`src/rtl/aes_out_serializer.sv`:
```
// ---------------------------------------------------------------------------
// aes_out_serializer
//
// Takes complete 128-bit AES cipher blocks on a valid/ready input handshake
// and emits them as WORD_W-bit words on a valid/ready output handshake.
// One block is held in the shift register (SR) being emitted and a second
// one can wait in the pending register (PR). This lets consecutive blocks
// stream out with no idle cycle between them.
//
// Parameters:
//   WORD_W     output word width; one of 8, 16, 32, 64 (others fail elaboration)
//   MSW_FIRST  1 = most-significant word first, 0 = least-significant first
//
// Ports:
//   clk        clock, all state changes on the rising edge
//   rst        synchronous active-high reset
//   in_valid   in_data carries a block
//   in_ready   a block can be accepted (pending register empty)
//   in_data    128-bit cipher block
//   out_valid  out_data carries a word
//   out_ready  downstream consumes the word this edge
//   out_data   current word
//   out_last   current word is the final word of its block
//   out_parity even parity of out_data (only with AES_SER_PARITY_EN)
//   block_cnt  number of blocks fully emitted, wraps at 16'hFFFF
//
// Optional feature macro: AES_SER_PARITY_EN adds the out_parity port.
// ---------------------------------------------------------------------------
module aes_out_serializer #(
    parameter int WORD_W    = 32,
    parameter bit MSW_FIRST = 1'b1
) (
    input  logic              clk,
    input  logic              rst,
    input  logic              in_valid,
    output logic              in_ready,
    input  logic [127:0]      in_data,
    output logic              out_valid,
    input  logic              out_ready,
    output logic [WORD_W-1:0] out_data,
    output logic              out_last,
`ifdef AES_SER_PARITY_EN
    output logic              out_parity,
`endif
    output logic [15:0]       block_cnt
);

    localparam int N     = 128 / WORD_W;
    localparam int IDX_W = (N > 1) ? $clog2(N) : 1;
    localparam logic [IDX_W-1:0] LAST_IDX = IDX_W'(N - 1);

    // Reject unsupported word widths at elaboration time.
    generate
        if (!(WORD_W == 8 || WORD_W == 16 || WORD_W == 32 || WORD_W == 64)) begin : g_bad_word_w
            $error("aes_out_serializer: WORD_W must be 8, 16, 32 or 64");
        end
    endgenerate

`ifdef AES_SER_PARITY_EN
    function automatic logic parity_even(input logic [WORD_W-1:0] word);
        return ^word;
    endfunction
`endif

    logic [127:0]      sr_r, sr_nxt_s, sr_shifted_s;
    logic [127:0]      pr_r, pr_nxt_s;
    logic [IDX_W-1:0]  idx_r, idx_nxt_s;
    logic              sr_full_r, sr_full_nxt_s;
    logic              pr_full_r, pr_full_nxt_s;
    logic [15:0]       cnt_r, cnt_nxt_s;

    logic              word_hs_s;
    logic              last_hs_s;
    logic              accept_s;
    logic              sr_free_s;

    assign word_hs_s = sr_full_r && out_ready;
    assign last_hs_s = word_hs_s && (idx_r == LAST_IDX);
    assign accept_s  = in_valid && !pr_full_r;
    // SR can take the incoming block if it is empty, or if its last word
    // leaves this edge and nothing is waiting in PR to refill it.
    assign sr_free_s = !sr_full_r || (last_hs_s && !pr_full_r);

    // Shift toward the emitting end; vacated bits fill with zero so an
    // exhausted SR reads back as zero.
    generate
        if (MSW_FIRST) begin : g_msw
            assign sr_shifted_s = sr_r << WORD_W;
            assign out_data     = sr_r[127 -: WORD_W];
        end else begin : g_lsw
            assign sr_shifted_s = sr_r >> WORD_W;
            assign out_data     = sr_r[WORD_W-1:0];
        end
    endgenerate

    assign in_ready  = !pr_full_r;
    assign out_valid = sr_full_r;
    assign out_last  = sr_full_r && (idx_r == LAST_IDX);
    assign block_cnt = cnt_r;

`ifdef AES_SER_PARITY_EN
    assign out_parity = parity_even(out_data);
`endif

    // Next-state computation for the shifter, pending register and counters.
    always_comb begin
        sr_nxt_s      = sr_r;
        pr_nxt_s      = pr_r;
        idx_nxt_s     = idx_r;
        sr_full_nxt_s = sr_full_r;
        pr_full_nxt_s = pr_full_r;
        cnt_nxt_s     = cnt_r;

        if (word_hs_s) begin
            sr_nxt_s = sr_shifted_s;
            if (last_hs_s) begin
                idx_nxt_s = {IDX_W{1'b0}};
                cnt_nxt_s = cnt_r + 16'd1;
                if (pr_full_r) begin
                    sr_nxt_s      = pr_r;
                    pr_full_nxt_s = 1'b0;
                end else begin
                    sr_full_nxt_s = 1'b0;
                end
            end else begin
                idx_nxt_s = idx_r + {{(IDX_W-1){1'b0}}, 1'b1};
            end
        end else begin
            sr_nxt_s = sr_r;
        end

        // Accept never coincides with a PR drain because in_ready is low
        // whenever PR is full, so these assignments cannot clash.
        if (accept_s) begin
            if (sr_free_s) begin
                sr_nxt_s      = in_data;
                sr_full_nxt_s = 1'b1;
            end else begin
                pr_nxt_s      = in_data;
                pr_full_nxt_s = 1'b1;
            end
        end else begin
            pr_nxt_s = pr_r;
        end
    end

    // State registers with synchronous reset.
    always_ff @(posedge clk) begin
        if (rst) begin
            sr_r      <= {128{1'b0}};
            pr_r      <= {128{1'b0}};
            idx_r     <= {IDX_W{1'b0}};
            sr_full_r <= 1'b0;
            pr_full_r <= 1'b0;
            cnt_r     <= 16'd0;
        end else begin
            sr_r      <= sr_nxt_s;
            pr_r      <= pr_nxt_s;
            idx_r     <= idx_nxt_s;
            sr_full_r <= sr_full_nxt_s;
            pr_full_r <= pr_full_nxt_s;
            cnt_r     <= cnt_nxt_s;
        end
    end

endmodule
```
`config.mk`:
```
export PLATFORM = sky130hd
export DESIGN_NAME = aes_out_serializer
export DESIGN_NICKNAME = d
export VERILOG_FILES = /design/src/rtl/aes_out_serializer.sv
export SDC_FILE = /design/constraint.sdc
export NUM_CORES = 1
export LEC_CHECK = 0
export CAP_MARGIN = 10
export CORE_UTILIZATION = 35
export CTS_CLUSTER_DIAMETER = 100
export DETAILED_ROUTE_END_ITERATION = 7
export PLACE_DENSITY_LB_ADDON = 0.1
export SYNTH_ARGS = -nofsm -noshare
export SYNTH_HDL_FRONTEND = slang
export SYNTH_SLANG_ARGS = --single-unit
export TNS_END_PERCENT = 10
```
`constraint.sdc`:
```
create_clock -name clk -period 1.84 [get_ports clk]
set_input_delay 0.276 -clock clk [delete_from_list [all_inputs] [get_ports clk]]
set_output_delay 0.276 -clock clk [all_outputs]
set_load 0.02 [all_outputs]
```
# Yosys cells after proc, flatten, opt, wreduce, memory -nomap -nowiden
# Index checks and enable logic that the tools add are counted.
[totals] ff_bits=276 input_bits=132 output_inout_bits=51 elab_cells=35
[classes] addsub=2 eq_ne=1 muxes=15 bitwise_logic=1 n_reduce_logical=10
[ops] operator="two-way mux 128 bit" count=5
[ops] operator="adder 16 x 1 -> 16 bit (second input constant)" count=1
[ops] operator="two-way mux 1 bit" count=9
[ops] operator="logical AND 1 bit" count=5
[ops] operator="AND reduction 2 bit" count=2
[ops] operator="adder 2 x 1 -> 2 bit (second input constant)" count=1
[ops] operator="== test 2 bit (second input constant)" count=1
[ops] operator="logical NOT 1 bit" count=2
[ops] operator="two-way mux 2 bit" count=1
[ops] operator="logical OR 1 bit" count=1
[ops] operator="NOT 1 bit" count=1

# Longest topological paths before layout
[logic_depth] ltp_word=6 depth_mapped=9

# Least setup slack after synthesis
# Ideal clock, no wire load.
[synth_timing] path_kind="reg2reg" from="register idx_r[0]" to="register cnt_r[15] (netlist: block_cnt[15])" setup_time_ps=70 arrival_ps=1840 required_ps=1770 path_slack_ps=-71 stages_incl_launch_ff=7 n_path_buf=1 path_cell_list="dfxtp_1 ha_1 buf_2 nand4_4 or4_4 or3_1 a21oi_1"
[synth_between] elab_chain_len=3
[synth_lines] item="from (decl)" line="67" source="logic [IDX_W-1:0] idx_r, idx_nxt_s;"
[synth_lines] item="from (signal assigned)" line="152" source="idx_r <= {IDX_W{1'b0}};"
[synth_lines] item="from (signal assigned)" line="159" source="idx_r <= idx_nxt_s;"
[synth_lines] item="== test 2 bit" line="78" source="assign last_hs_s = word_hs_s && (idx_r == LAST_IDX);"
[synth_lines] item="logical AND 1 bit" line="78"
[synth_lines] item="AND reduction 2 bit (no source line)"
[synth_lines] item="to (signal assigned)" line="162" source="cnt_r <= cnt_nxt_s;"
[synth_lines] item="to (decl)" line="70" source="logic [15:0] cnt_r, cnt_nxt_s;"
# Every way passes these cells.
# A chain may end at the register's enable or synchronous reset.

# Worst setup path after layout
[layout_timing] from="register sr_r[100]" to="output port out_data[4]"
[layout_lines] item="from (decl)" line="65" source="logic [127:0] sr_r, sr_nxt_s, sr_shifted_s;"
[layout_lines] item="from (signal assigned)" line="150" source="sr_r <= {128{1'b0}};"
[layout_lines] item="from (signal assigned)" line="157" source="sr_r <= sr_nxt_s;"
[layout_lines] item="to (decl)" line="40" source="output logic [WORD_W-1:0] out_data,"
# No word-level cell between the ends.

==> reports/summary.txt <==
Num CTS Buffers: 31
Antenna Nets Post-Route: 0
Fin. max-slew vios: 0
Fill cells: 3142
Crit path max-delay family: buffers and inverters
Crit path required time: 1560 ps
Vias/cell: 4.907
CP Capture Type: primary output
Synth Area per Inst: 8.411 sq um
Die X: 184.0 um
Design Power: 14.63 mW
Synth Instances: 1378
DR vias: 9706
Min Tclk post-route: 1793 ps
Number of global-route vias before repair: 9034
Fraction of layout cells with a size suffix above 1: 8.724%
Pre-CTS setup slack: -161.1 ps
CTS root buffer: clkbuf_16
GRT Resource Usage Total: 19.20%
Startpoint types: register
WL final: 32920 um
Worst Hold Class: in2reg
Die height: 184.0 um
Clock slew at reported path FFs: 60 ps
Iteration-0 DRC Markers: 555
Most common cell after layout, fill and taps aside: nand2_1
Yosys warns: 0
Syn Nets: 1512
Worst-skew pair later-pin latency: 550 ps
Post-layout net count: 1646
Slew margin rel.: 54.26%
Core area: 32540 sq um
F_max: 557.8 MHz
Final GP Congestion: 0.7682
Crit path cell chain: clkdlybuf4s50_1
Crit Path Category: reg2out
Drt wl/cell: 16.64 um
Synthesized cell area: 11590 sq um
Final hold vios: 0
Final Worst Setup Slack: 47.16 ps
CTS tree: done
First-pass GRT wire length: 51820 um
Starting Density: 35.62%
Static Leakage: 6.236 nW
Slowest CP cell: clkdlybuf4s50_1
Worst VDD drop: 0.6627 mV
Clk_skew: 13.67 ps
Commonest cells after routing, fill and taps aside: nand2_1 (362), dfxtp_1 (274), clkdlybuf4s50_1 (161)
H-tree depth: 1
Status: finished clean
Drt first pass iters: 5
Worst Path Arrival: 1520 ps
Crit Path Max Fanout: 2
I/O Buffers: 182
Max-cap viol count: 0
Synth Register Bits: 276
Initial antenna violation count: 0
RSZ-0062 raised after global routing: yes
Maximum buffer depth of the clock tree: 3
IO Pins: 183
Reg area: 5528 sq um
DIE AREA: 33850 sq um
Distinct cell type count after synthesis: 31
N_diodes: 0
Remaining Overflow, GRT: 0
Finish-stage setup viols: 0
CP peak stage delay: 660 ps
Clock sink count: 276
P&R area growth vs syn: 31.43%
Sequential area share after synthesis: 47.67%
Worst path buffer plus inverter count: 1
Post-route DRC: 0
Pin count of the biggest net entering global routing: 123
Final period utilization: 97.44%
Slew of the pin with the lowest slew margin: 686.1 ps
# rows: 66
DPL Wire Length: 21860 um
Footprint of the multi-input gates: 5426 sq um
PD cells: 960.4 nW/um^2
worst paths after layout:
kind / depth (start not counted) / startpoint / to / slack [ps]
worst max-delay path: 1 / sr_r[100]$_SDFF_PP0_ / out_data[4] / 50
worst min-delay path: 3 / in_data[14] / pr_r[14]$_SDFFE_PP0P_ / 300
worst max register to register: 5 / idx_r[1]$_SDFFE_PP0N_ / block_cnt[15]$_SDFFE_PP0P_ / 90
worst min register to register: 2 / pr_r[84]$_SDFFE_PP0P_ / pr_r[84]$_SDFFE_PP0P_ / 450
cells in the mapped netlist:
| cell type | n | area [sq um] |
|---|---|---|
| or3_1 | 3 | 18.77 |
| or4_4 | 1 | 11.26 |
| nand2_1 | 364 | 1366 |
| and4_1 | 1 | 8.760 |
| mux2i_1 | 96 | 960.9 |
| xnor2_1 | 6 | 52.55 |
| a31o_2 | 1 | 8.760 |
| buf_1 | 10 | 37.54 |
| nor3_1 | 4 | 20.02 |
| clkbuf_1 | 89 | 334.1 |
| nor2_1 | 47 | 176.4 |
| and2_1 | 2 | 12.51 |
| ha_1 | 2 | 25.02 |
| nand3_1 | 8 | 40.04 |
| nand4_4 | 1 | 21.27 |
| a211oi_1 | 32 | 240.2 |
| xor2_1 | 5 | 43.79 |
| inv_1 | 3 | 11.26 |
| a22oi_1 | 32 | 240.2 |
| nand2b_1 | 1 | 6.260 |
| buf_4 | 32 | 240.2 |
| nor4_1 | 3 | 18.77 |
| a22o_1 | 96 | 840.8 |
| dfxtp_1 | 276 | 5525 |
| a21oi_1 | 137 | 685.7 |
| and3_1 | 3 | 18.77 |
| a21o_1 | 1 | 7.510 |
| nor2b_1 | 2 | 12.51 |
| nand4_1 | 3 | 18.77 |
| o21ai_0 | 100 | 500.5 |
| buf_2 | 17 | 85.08 |
routing by layer:
layer | track usage (%) | wire (um)
met1 | 29.99 | 17440
met4 | 3.400 | 354
met3 | 2.555 | 1610
met5 | 0 | 0
met2 | 27.80 | 13510
registers in the layout, summed over array words and instances (netlist names):
signal and count:
sr_r 128, pr_r 128, idx_r 2, out_valid 1
pr_full_r 1, block_cnt 16
final cells by class:
type | instances | share of cell area, %
Clock buffer | 46 | 6.054
Clock inverter | 11 | 0.8543
Inverter | 3 | 0.07393
Multi-Input combinational cell | 951 | 35.63
Sequential cell | 276 | 36.29
Tap cell | 442 | 3.631
Timing Repair Buffer | 249 | 17.47
through the flow:
stage | util, % | cell area, sq um | setup TNS, ps | hold slack, ps | cells
floorplan | - | 11590 | -1110 | 401.5 | 1378
global placement | 43.54 | 14170 | -11150 | 440.5 | 1920
detailed placement | 43.54 | 14170 | -12530 | 445.8 | 1920
CTS | 46.78 | 15220 | -77.30 | 279.0 | 1978
global route | 46.82 | 15230 | -24.44 | 300.3 | 1978
finish | 46.82 | 15230 | 0 | 303.2 | 1978
cell families after synthesis:
group,Yosys count,synth area share (%)
xor+xnor,11,0.8312
compound gates,399,21.77
buf+inv,151,6.110
mux,96,8.291
flops,276,47.67
fa+ha+maj,2,0.2159
simple gates,443,15.10
report_power, final:
part	switching (mW)	internal, mW
Clock	2.46	3.86
Sequential	0.232	6.33
Combinational	0.891	0.863
Total	3.58	11.0
timing repair:
action | 4_1_cts | 5_1_grt
gates resized for setup | 20 | 7
hold endpoints to repair | 1 | 0
cloned | 0 | 0
hold buffers | 1 | 0
endpoints found under the setup margin | 34 | 7
buffers inserted | 0 | 0
No activity file was read; power rests on OpenSTA's default activity.
